==> src/rtl/spi_device_interface_pkg.sv <==
// Shared types for the SPI device interface.
//   spi_state_e : transfer state of the device (idle / selected).
package spi_device_interface_pkg;

  typedef enum logic {
    ST_IDLE   = 1'b0,
    ST_ACTIVE = 1'b1
  } spi_state_e;

endpackage

==> src/rtl/spi_input_synchronizer.sv <==
// N-stage flop chain bringing one asynchronous pad into the clk domain.
//   clk, rst : fabric clock, asynchronous active-high reset
//   d        : asynchronous pad input
//   q        : synchronized output (last stage), presets to RESET_VAL
module spi_input_synchronizer #(
  parameter int unsigned STAGES    = 2,
  parameter logic        RESET_VAL = 1'b0
) (
  input  logic clk,
  input  logic rst,
  input  logic d,
  output logic q
);

  logic [STAGES-1:0] chain_q;
  logic [STAGES-1:0] chain_d;

  always_comb begin
    chain_d = {chain_q[STAGES-2:0], d};
  end

  always_ff @(posedge clk or posedge rst) begin
    if (rst) chain_q <= {STAGES{RESET_VAL}};
    else     chain_q <= chain_d;
  end

  assign q = chain_q[STAGES-1];

endmodule

==> src/rtl/spi_device_interface.sv <==
// SPI mode-0 target. SCK/CS_N/MOSI are oversampled in the clk domain;
// received bytes leave as single-cycle strobes, transmit bytes come from a
// one-entry holding register with a ready/valid handshake.
//   clk, rst                 : fabric clock, asynchronous active-high reset
//   spi_sck/cs_n/mosi        : SPI pads from the host
//   spi_miso, spi_miso_oe    : MISO data and tristate enable
//   rx_valid/data/first      : received byte strobe, byte, first-byte qualifier
//   rx_abort                 : CS_N rose mid-byte
//   cs_start, cs_end         : synchronized CS_N fall / rise strobes
//   tx_valid/data/ready      : transmit holding register handshake
//   tx_underrun              : byte boundary with empty holding register
module spi_device_interface
  import spi_device_interface_pkg::*;
#(
  parameter int unsigned SYNC_STAGES = 2,
  parameter logic [7:0]  IDLE_FILL   = 8'h00
) (
  input  logic       clk,
  input  logic       rst,
  input  logic       spi_sck,
  input  logic       spi_cs_n,
  input  logic       spi_mosi,
  output logic       spi_miso,
  output logic       spi_miso_oe,
  output logic       rx_valid,
  output logic [7:0] rx_data,
  output logic       rx_first,
  output logic       rx_abort,
  output logic       cs_start,
  output logic       cs_end,
  input  logic       tx_valid,
  input  logic [7:0] tx_data,
  output logic       tx_ready,
  output logic       tx_underrun
);

  logic sck_s, cs_n_s, mosi_s;

  spi_input_synchronizer #(.STAGES(SYNC_STAGES), .RESET_VAL(1'b0)) u_sync_sck (
    .clk(clk), .rst(rst), .d(spi_sck), .q(sck_s)
  );
  spi_input_synchronizer #(.STAGES(SYNC_STAGES), .RESET_VAL(1'b1)) u_sync_cs_n (
    .clk(clk), .rst(rst), .d(spi_cs_n), .q(cs_n_s)
  );
  spi_input_synchronizer #(.STAGES(SYNC_STAGES), .RESET_VAL(1'b0)) u_sync_mosi (
    .clk(clk), .rst(rst), .d(spi_mosi), .q(mosi_s)
  );

  spi_state_e state_q, state_d;
  logic       sck_prev_q, cs_n_prev_q;
  logic [2:0] bit_cnt_q, bit_cnt_d;
  logic [7:0] rx_shift_q, rx_shift_d;
  logic [7:0] tx_shift_q, tx_shift_d;
  logic [7:0] hold_q, hold_d;
  logic       hold_full_q, hold_full_d;
  logic       first_q, first_d;
  logic       rx_valid_q, rx_valid_d;
  logic [7:0] rx_data_q, rx_data_d;
  logic       rx_first_q, rx_first_d;
  logic       rx_abort_q, rx_abort_d;
  logic       cs_start_q, cs_start_d;
  logic       cs_end_q, cs_end_d;
  logic       underrun_q, underrun_d;
  logic       load_byte;

  logic sck_rise, sck_fall, cs_fall, cs_rise;
  assign sck_rise = sck_s & ~sck_prev_q;
  assign sck_fall = ~sck_s & sck_prev_q;
  assign cs_fall  = ~cs_n_s & cs_n_prev_q;
  assign cs_rise  = cs_n_s & ~cs_n_prev_q;

  always_comb begin
    state_d     = state_q;
    bit_cnt_d   = bit_cnt_q;
    rx_shift_d  = rx_shift_q;
    tx_shift_d  = tx_shift_q;
    hold_d      = hold_q;
    hold_full_d = hold_full_q;
    first_d     = first_q;
    rx_valid_d  = 1'b0;
    rx_data_d   = rx_data_q;
    rx_first_d  = 1'b0;
    rx_abort_d  = 1'b0;
    cs_start_d  = 1'b0;
    cs_end_d    = 1'b0;
    underrun_d  = 1'b0;
    load_byte   = 1'b0;

    case (state_q)
      ST_IDLE: begin
        if (cs_fall) begin
          state_d    = ST_ACTIVE;
          cs_start_d = 1'b1;
          bit_cnt_d  = '0;
          first_d    = 1'b1;
          load_byte  = 1'b1;
        end
      end
      ST_ACTIVE: begin
        // CS_N rise takes priority over any SCK edge seen in the same cycle.
        if (cs_rise) begin
          state_d    = ST_IDLE;
          cs_end_d   = 1'b1;
          rx_abort_d = (bit_cnt_q != 3'd0);
          bit_cnt_d  = '0;
        end else if (sck_rise) begin
          rx_shift_d = {rx_shift_q[6:0], mosi_s};
          bit_cnt_d  = bit_cnt_q + 3'd1;
          if (bit_cnt_q == 3'd7) begin
            rx_valid_d = 1'b1;
            rx_data_d  = {rx_shift_q[6:0], mosi_s};
            rx_first_d = first_q;
            first_d    = 1'b0;
          end
        end else if (sck_fall) begin
          if (bit_cnt_q == 3'd0) load_byte  = 1'b1;
          else                   tx_shift_d = {tx_shift_q[6:0], 1'b0};
        end
      end
      default: state_d = ST_IDLE;
    endcase

    if (load_byte) begin
      if (hold_full_q) begin
        tx_shift_d  = hold_q;
        hold_full_d = 1'b0;
      end else begin
        tx_shift_d = IDLE_FILL;
        underrun_d = 1'b1;
      end
    end

    // Write decision uses the pre-load fullness: a write coinciding with an
    // underrun load fills the register for the following byte.
    if (tx_valid && !hold_full_q) begin
      hold_d      = tx_data;
      hold_full_d = 1'b1;
    end
  end

  always_ff @(posedge clk or posedge rst) begin
    if (rst) begin
      state_q     <= ST_IDLE;
      sck_prev_q  <= 1'b0;
      cs_n_prev_q <= 1'b1;
      bit_cnt_q   <= '0;
      rx_shift_q  <= '0;
      tx_shift_q  <= '0;
      hold_q      <= '0;
      hold_full_q <= 1'b0;
      first_q     <= 1'b0;
      rx_valid_q  <= 1'b0;
      rx_data_q   <= '0;
      rx_first_q  <= 1'b0;
      rx_abort_q  <= 1'b0;
      cs_start_q  <= 1'b0;
      cs_end_q    <= 1'b0;
      underrun_q  <= 1'b0;
    end else begin
      state_q     <= state_d;
      sck_prev_q  <= sck_s;
      cs_n_prev_q <= cs_n_s;
      bit_cnt_q   <= bit_cnt_d;
      rx_shift_q  <= rx_shift_d;
      tx_shift_q  <= tx_shift_d;
      hold_q      <= hold_d;
      hold_full_q <= hold_full_d;
      first_q     <= first_d;
      rx_valid_q  <= rx_valid_d;
      rx_data_q   <= rx_data_d;
      rx_first_q  <= rx_first_d;
      rx_abort_q  <= rx_abort_d;
      cs_start_q  <= cs_start_d;
      cs_end_q    <= cs_end_d;
      underrun_q  <= underrun_d;
    end
  end

  assign spi_miso_oe = (state_q == ST_ACTIVE);
  assign spi_miso    = (state_q == ST_ACTIVE) ? tx_shift_q[7] : 1'b0;
  assign rx_valid    = rx_valid_q;
  assign rx_data     = rx_data_q;
  assign rx_first    = rx_first_q;
  assign rx_abort    = rx_abort_q;
  assign cs_start    = cs_start_q;
  assign cs_end      = cs_end_q;
  assign tx_ready    = ~hold_full_q;
  assign tx_underrun = underrun_q;

endmodule
==> config.mk <==
export PLATFORM = sky130hd
export DESIGN_NAME = spi_device_interface
export DESIGN_NICKNAME = d
export VERILOG_FILES = /design/src/rtl/spi_device_interface_pkg.sv /design/src/rtl/spi_input_synchronizer.sv /design/src/rtl/spi_device_interface.sv
export SDC_FILE = /design/constraint.sdc
export NUM_CORES = 1
export LEC_CHECK = 0
export ABC_AREA = 1
export CAP_MARGIN = 20
export CORE_AREA = 2 2 69 71
export CTS_CLUSTER_DIAMETER = 150
export CTS_CLUSTER_SIZE = 20
export DETAILED_ROUTE_END_ITERATION = 7
export DIE_AREA = 0 0 71 73
export HOLD_SLACK_MARGIN = 0.03
export PLACE_DENSITY = 0.82
export SLEW_MARGIN = 20
export SYNTH_ARGS = -nofsm -noshare
export SYNTH_HDL_FRONTEND = slang
export SYNTH_SLANG_ARGS = --single-unit
==> constraint.sdc <==
create_clock -name clk -period 1.6 [get_ports clk]
set_clock_uncertainty 0.15 [all_clocks]
set_input_delay 0.32 -clock clk [delete_from_list [all_inputs] [get_ports clk]]
set_output_delay 0.32 -clock clk [all_outputs]
set_load 0.03 [all_outputs]
==> qor.yml, run 1 <==
clk_pin_slew_ps: 90
grt_pass1_wl_um: 6800
arrival_ps: 1770
vias: 1607
critPathSlowestCell: "dfrtp_1"
power_frac_comb: 0.314
place_ws_ps: -73.4
root_buffer: "clkbuf_8"
synthMuxAreaShare: 0.0432
maxSlewViolCount: 0
cts_sinks: 51
ir_worst_vdd_v: 0.000813
ys_ff_latch: 51
design_area_um2: 2820
wire_per_inst_um: 13.9
min_period_over_period: 1.05
slowest_delay_ps: 400
ant_nets: 0
synth_compound_area_frac: 0.0510
r2r_slack_ps: -80
cts_tree: "yes"
cp_cell_sequence: "inv_2 -> ha_4 -> inv_4 -> nor2_4 -> nand2_2 -> nand2_4 -> nand2_8 -> a21oi_4 -> nand2_1 -> nand2_1"
dieArea_um2: 5180
crit_path_start_kind: "register"
grt_max_degree: 19
path_delay_family: "simple AND/OR/NAND/NOR gates"
grt_usage: 0.170
switchingPower_w: 0.00122
firstDrtPassIters: 4
area_growth_syn_to_layout_pct: 35.3
yosys.area_share.simple: 0.217
run_status: "finished with violations"
final_nets: 282
synthCells: 209
critPathCaptureType: "register"
fin_crit_ps: 1680
swShare: 0.317
antenna_found_initial: 0
setup_ws_ps: -76.1
fmax_mhz: 597
holdCritPathClass: "input pin to asynchronous set/reset pin"
synth-xor-area-share: 0
start_util: 0.460
numCtsBuffers: 5
dp_cells: 305
avgSynthCellArea_um2: 9.98
synth.distinct_cells: 23
stdcell_count: 320
die_h_um: 73
critPathMaxFanout: 7
worst-slew-pin-transition_ps: 345
placed_area_um2: 2580
slew_headroom: 0.770
path_class: "register to register"
vias_per_cell: 5.02
io_pins: 31
violations: "negative setup slack"
cap_violations: 0
seq_power_share: 0.461
clk_latency_ps: 310
p_total_w: 0.00385
synth_top_family_by_area: "simple AND/OR/NAND/NOR gates"
drtIter0Drc: 88
clockPowerShare: 0.226
portBuffers: 30
rows: 25
p_leak_nw: 1.47
hpwlAfterDp_um: 2790
setup_viol: 6
finalHoldViolCount: 0
crit_buf_inv: 2
cp.required_ps: 1690
overflow: 0
fillCellCount: 335
gp_congestion: 0.823
antenna_cells: 0
synth_area_um2: 2090
synth_fa_ha_area_frac: 0.0180
seq_area_frac_synth: 0.614
yosysWarnings: 0
clock_path_buffers: 2
drive_above_1_share: 0.271
power_density_nw_per_um2: 1360
h-tree-depth: 2
internal_power_w: 0.00263
rsz0062_at_grt: "true"
first_global_vias: 1524
core_um2: 4540
drc: 0
hold_buffers: 0
crit_top_cell: "nand2_1"
fin_util: 0.622
die_x_um: 71
wl_um: 4460
syn-num-nets: 226
## final timing paths
kind / from / end / depth (start not counted)
worst min-delay path: rst / bit_cnt_q[2]$_DFFE_PP0P_ / 2
max in group asynchronous: rst / u_sync_cs_n.chain_q[1]$_DFF_PP1_ / 3
min in group clk: u_sync_sck.chain_q[0]$_DFF_PP0_ / u_sync_sck.chain_q[1]$_DFF_PP0_ / 0
worst min register to register: u_sync_sck.chain_q[0]$_DFF_PP0_ / u_sync_sck.chain_q[1]$_DFF_PP0_ / 0
worst max-delay path: bit_cnt_q[1]$_DFFE_PP0P_ / tx_shift_q[5]$_DFFE_PP0P_ / 10
worst max register to register: bit_cnt_q[1]$_DFFE_PP0P_ / tx_shift_q[5]$_DFFE_PP0P_ / 10
## layout by cell type, fill, tap and decap left out
master           count
nand2_1             65
dfrtp_1             48
buf_4               19
inv_1               17
dlygate4sd2_1       14
clkdlybuf4s50_1     13
o21ai_0             11
nand2_2              9
mux2_2               8
nand3b_1             7
o21ai_1              6
nor2_1               5
nand2_4              5
clkbuf_8             5
inv_2                4
buf_6                4
nand3_1              3
dfstp_2              3
buf_12               3
nor2_4               2
ha_1                 2
clkbuf_1             2
nand3_4              1
inv_4                1
nor2_2               1
nand2_8              1
o211ai_1             1
a21oi_2              1
inv_6                1
clkinvlp_4           1
a21oi_4              1
ha_4                 1
bufinv_16            1
## per-stage QoR
| step | hold slack (ps) | TNS, ps |
|---|---|---|
| after CTS | 185 | -41.7 |
| after detailed placement | 187 | -385 |
| final | 178 | -171 |
| after floorplan | 174 | 0 |
| after global routing | 191 | -1130 |
| after global placement | 182 | 0 |
## sequential cells by signal, indices dropped and copies added, names as in the netlist, 2 cells and up
name                 cells
hold_q                   8
rx_data                  8
tx_shift_q               8
rx_shift_q               7
bit_cnt_q                3
u_sync_cs_n.chain_q      2
u_sync_mosi.chain_q      2
u_sync_sck.chain_q       2
## worst register-to-register path, delay by kind of cell, from the launching register on
kind / cells / cell delay (ps)
buffers and inverters: 2 / 130
AOI/OAI and AO/OA: 1 / 240
DFF: 1 / 400
and+or+nand+nor: 6 / 560
adders and majority gates: 1 / 140
## synthesized netlist by cell type, drive strengths merged
cell | count | share of area
mux2 | 8 | 0.043
inv | 24 | 0.043
nand2 | 80 | 0.16
nand3b | 7 | 0.025
o21ai | 17 | 0.041
dfstp | 3 | 0.038
dfrtp | 48 | 0.58
a21oi | 2 | 0.0066
ha | 3 | 0.018
nor2 | 8 | 0.019
buf | 3 | 0.012
nand3 | 4 | 0.012
o211ai | 1 | 0.0036
clkbuf | 1 | 0.0018
## final cells by class
type | count | area, um^2 | area share
clock buffer | 7 | 76.3 | 0.0270
clock inverter | 1 | 30.0 | 0.0106
inverter | 24 | 101 | 0.0359
multi-input combinational | 130 | 767 | 0.272
sequential | 51 | 1280 | 0.453
tap | 54 | 67.6 | 0.0239
timing repair buffer | 53 | 500 | 0.177
## power by group through the flow
stage	combinational [W]	clock (W)	sequential (W)
finish	0.00121	0.000869	0.00178
global route	0.00133	0.000945	0.00180
CTS	0.00110	0.000873	0.00176
detailed placement	0.00103	0	0.00178
global placement	0.000988	0	0.00177
floorplan	0.000672	0	0.00177
## what timing repair did
item / 4_1_cts / 5_1_grt
gates cloned: 0 / 0
endpoints found under the setup margin: 22 / 20
resized for setup: 24 / 19
pin swaps: 6 / 13
buffers inserted: 5 / 2
## logic make-up after synthesis
logic type               Yosys count
AO/OA/AOI/OAI                     20
adder cells (fa/ha/maj)            3
buffers and inverters             28
flip-flops                        51
multiplexers                       8
AND/OR/NAND/NOR                   99
## per-layer routing
| layer | vias to the layer above | track usage | routed length (um) |
|---|---|---|---|
| li1 | 757 | - | - |
| met2 | 45 | 0.260 | 2330 |
| met3 | 15 | 0.0511 | 198 |
| met4 | 0 | 0.0755 | 113 |
| met1 | 790 | 0.226 | 1820 |
| met5 | - | 0 | 0 |
Note: power is estimated with default switching activity, not from simulation.
==> inputs of run 2 (changes only) <==
- CORE_AREA: 2 2 69 71 -> 2 2 68 70
- CTS_BUF_LIST: default -> sky130_fd_sc_hd__clkbuf_8
- DIE_AREA: 0 0 71 73 -> 0 0 70 72
- PLACE_DENSITY: 0.82 -> 0.73
==> run 2 against run 1 <==
Against the previous run:
- the flow still finishes with violations (negative setup slack)
- first-iteration DRC count shrank 26%
- fmax grew 4.7%
- combinational power is essentially flat
- power shrank 2.2%
- sequential power is essentially flat
- worst setup slack gained 76 ps
==> qor.yml, run 2 (synthesis gave the netlist of run 1 again) <==
run_status: "finished with violations"
violations: "negative setup slack"
hold_buffers: 0  # unchanged
fin_crit_ps: 1600  # -76.0 ps
drtIter0Drc: 65  # -26%
multi_input_area_um2: 742  # -3.3%
p_leak_nw: 1.48  # +0.89%
clk_latency_ps: 310  # about the same
numCtsBuffers: 5  # unchanged
rows: 24  # -4.0%
cts_tree: "yes"
power_density_nw_per_um2: 1330  # -2.2%
r2r_slack_ps: -0.1  # +80 ps
h-tree-depth: 2  # unchanged
fmax_mhz: 625  # +4.7%
final_common_cell: "nand2_1"
grt_pass1_wl_um: 6530  # -4.1%
core_um2: 4260  # -6.0%
setup_ws_ps: -0.121  # +76.0 ps
ant_nets: 0  # unchanged
rsz0062_at_grt: "true"
hpwlAfterDp_um: 2570  # -7.7%
maxSlewViolCount: 0  # unchanged
critPathMaxFanout: 7  # unchanged
whs_path_depth: 0
regToRegEndpoint: "tx_shift_q[1]$_DFFE_PP0P_"
root_buffer: "clkbuf_8"
overflow: 0  # unchanged
holdPathEnd: "u_sync_mosi.chain_q[1]$_DFF_PP0_"
vias_per_cell: 4.69  # -6.5%
worst-slew-pin-transition_ps: 314  # -31.4 ps
dp_cells: 303  # -0.66%
drive_above_1_share: 0.295  # +0.0245
start_util: 0.489  # +0.0293
grt_usage: 0.164  # -0.00565
final_nets: 287  # +1.8%
clk_pin_slew_ps: 100  # about the same
stdcell_count: 323  # +0.94%
worst_hold_slack_ps: 212  # +34.0 ps
ir_worst_vdd_v: 0.000806  # -0.85%
regArea_um2: 1280  # unchanged
critPathCaptureType: "register"
clock_path_buffers: 2  # unchanged
crit_path_start_kind: "register"
antenna_cells: 0  # unchanged
cts_sinks: 51  # unchanged
p_total_w: 0.00377  # -2.2%
ff2ff_path_depth: 11  # +1
die_x_um: 70  # -1.4%
hold_path.startpoint: "u_sync_mosi.chain_q[0]$_DFF_PP0_"
io_pins: 31  # unchanged
finalHoldViolCount: 0  # unchanged
gp_congestion: 0.833  # +1.2%
first_global_vias: 1474  # -3.3%
fin_tns_setup_ps: -0.121  # +171 ps
cp.required_ps: 1700  # about the same
path_class: "register to register"
vias: 1516  # -5.7%
arrival_ps: 1700  # -70 ps
regToRegStartpoint: "bit_cnt_q[0]$_DFFE_PP0P_"
setup_viol: 1  # -5
firstDrtPassIters: 4  # unchanged
wl_um: 3880  # -13%
die_h_um: 72  # -1.4%
dieArea_um2: 5040  # -2.8%
min_period_over_period: 1.00  # -0.0475
portBuffers: 30  # unchanged
final_cell_mix: "nand2_1 (62), dfrtp_1 (48), buf_4 (23)"
antenna_found_initial: 0  # unchanged
area_growth_syn_to_layout_pct: 35.3  # about the same
slew_headroom: 0.792  # +0.0223
wire_per_inst_um: 12.0  # -14%
drc: 0  # unchanged
grt_max_degree: 52  # +33
holdCritPathClass: "register to register"
fillCellCount: 340  # +1.5%
cap_violations: 0  # unchanged
==> run 2: cell count changes in the layout (fill, tap and decap cells not counted), moves of 2 or more <==
cell / change
o21ai_0: -2
clkbuf_1: -2
buf_4: +4
nand2_2: +4
o21ai_1: +2
nand2_1: -3
==> run 2: per-layer routing <==
metal,up-vias,share of wire,GRT usage
met3,6,0.026,0.0375
met2,23,0.48,0.257
met4,0,0.017,0.0641
met5,-,0,0
met1,720,0.48,0.225
li1,767,-,-
==> run 2: worst max-delay path by stage <==
stage / from / endpoint / slack [ps] / depth (start not counted)
6_report: bit_cnt_q[0]$_DFFE_PP0P_ / tx_shift_q[1]$_DFFE_PP0P_ / -0.1 / 11
5_1_grt: bit_cnt_q[0]$_DFFE_PP0P_ / tx_shift_q[1]$_DFFE_PP0P_ / -70 / 11
4_1_cts: bit_cnt_q[1]$_DFFE_PP0P_ / tx_shift_q[4]$_DFFE_PP0P_ / -30 / 11
3_5_place_dp: bit_cnt_q[1]$_DFFE_PP0P_ / tx_shift_q[1]$_DFFE_PP0P_ / -20 / 11
3_3_place_gp: bit_cnt_q[0]$_DFFE_PP0P_ / rx_data[1]$_DFFE_PP0P_ / 40 / 8
2_1_floorplan: bit_cnt_q[0]$_DFFE_PP0P_ / tx_shift_q[1]$_DFFE_PP0P_ / 4 / 12
==> run 2: per-stage QoR <==
stage	area, um^2	util	worst slack [ps]
2_1_floorplan	2090	-	4.27
3_3_place_gp	2580	0.605	41.8
3_5_place_dp	2580	0.605	-18.8
4_1_cts	2770	0.648	-30.7
5_1_grt	2820	0.662	-74.9
6_report	2820	0.662	-0.121
==> run 2: area by class of cell <==
type	count	area share
clock inverter	3	0.0102
multi-input combinational	130	0.263
clock buffer	5	0.0244
timing repair inverter	1	0.00222
inverter	24	0.0350
timing repair buffer	57	0.188
tap	52	0.0231
sequential	51	0.454
==> run 2: power by group <==
group          total, W  internal, W  switching, W
combinational   0.00122     0.000618      0.000598
sequential      0.00177      0.00159      0.000175
clock          0.000783     0.000330      0.000453
==> run 2: repair_timing <==
action,CTS,global route
gates cloned,0,1
hold endpoints to repair,0,0
resized for setup,27,17
setup endpoints to repair,27,21
setup buffers,10,2
pin swaps,7,7
==> run 2: worst max-delay path, cell delays in order, from the launching register on <==
cell	delay, ps
dfrtp_1	400
inv_2	90
ha_4	130
inv_2	40
nor2_4	80
nand2_1	70
nand2_2	90
nand2_4	80
a21oi_2	150
buf_6	150
nand2_2	50
nand2_1	50
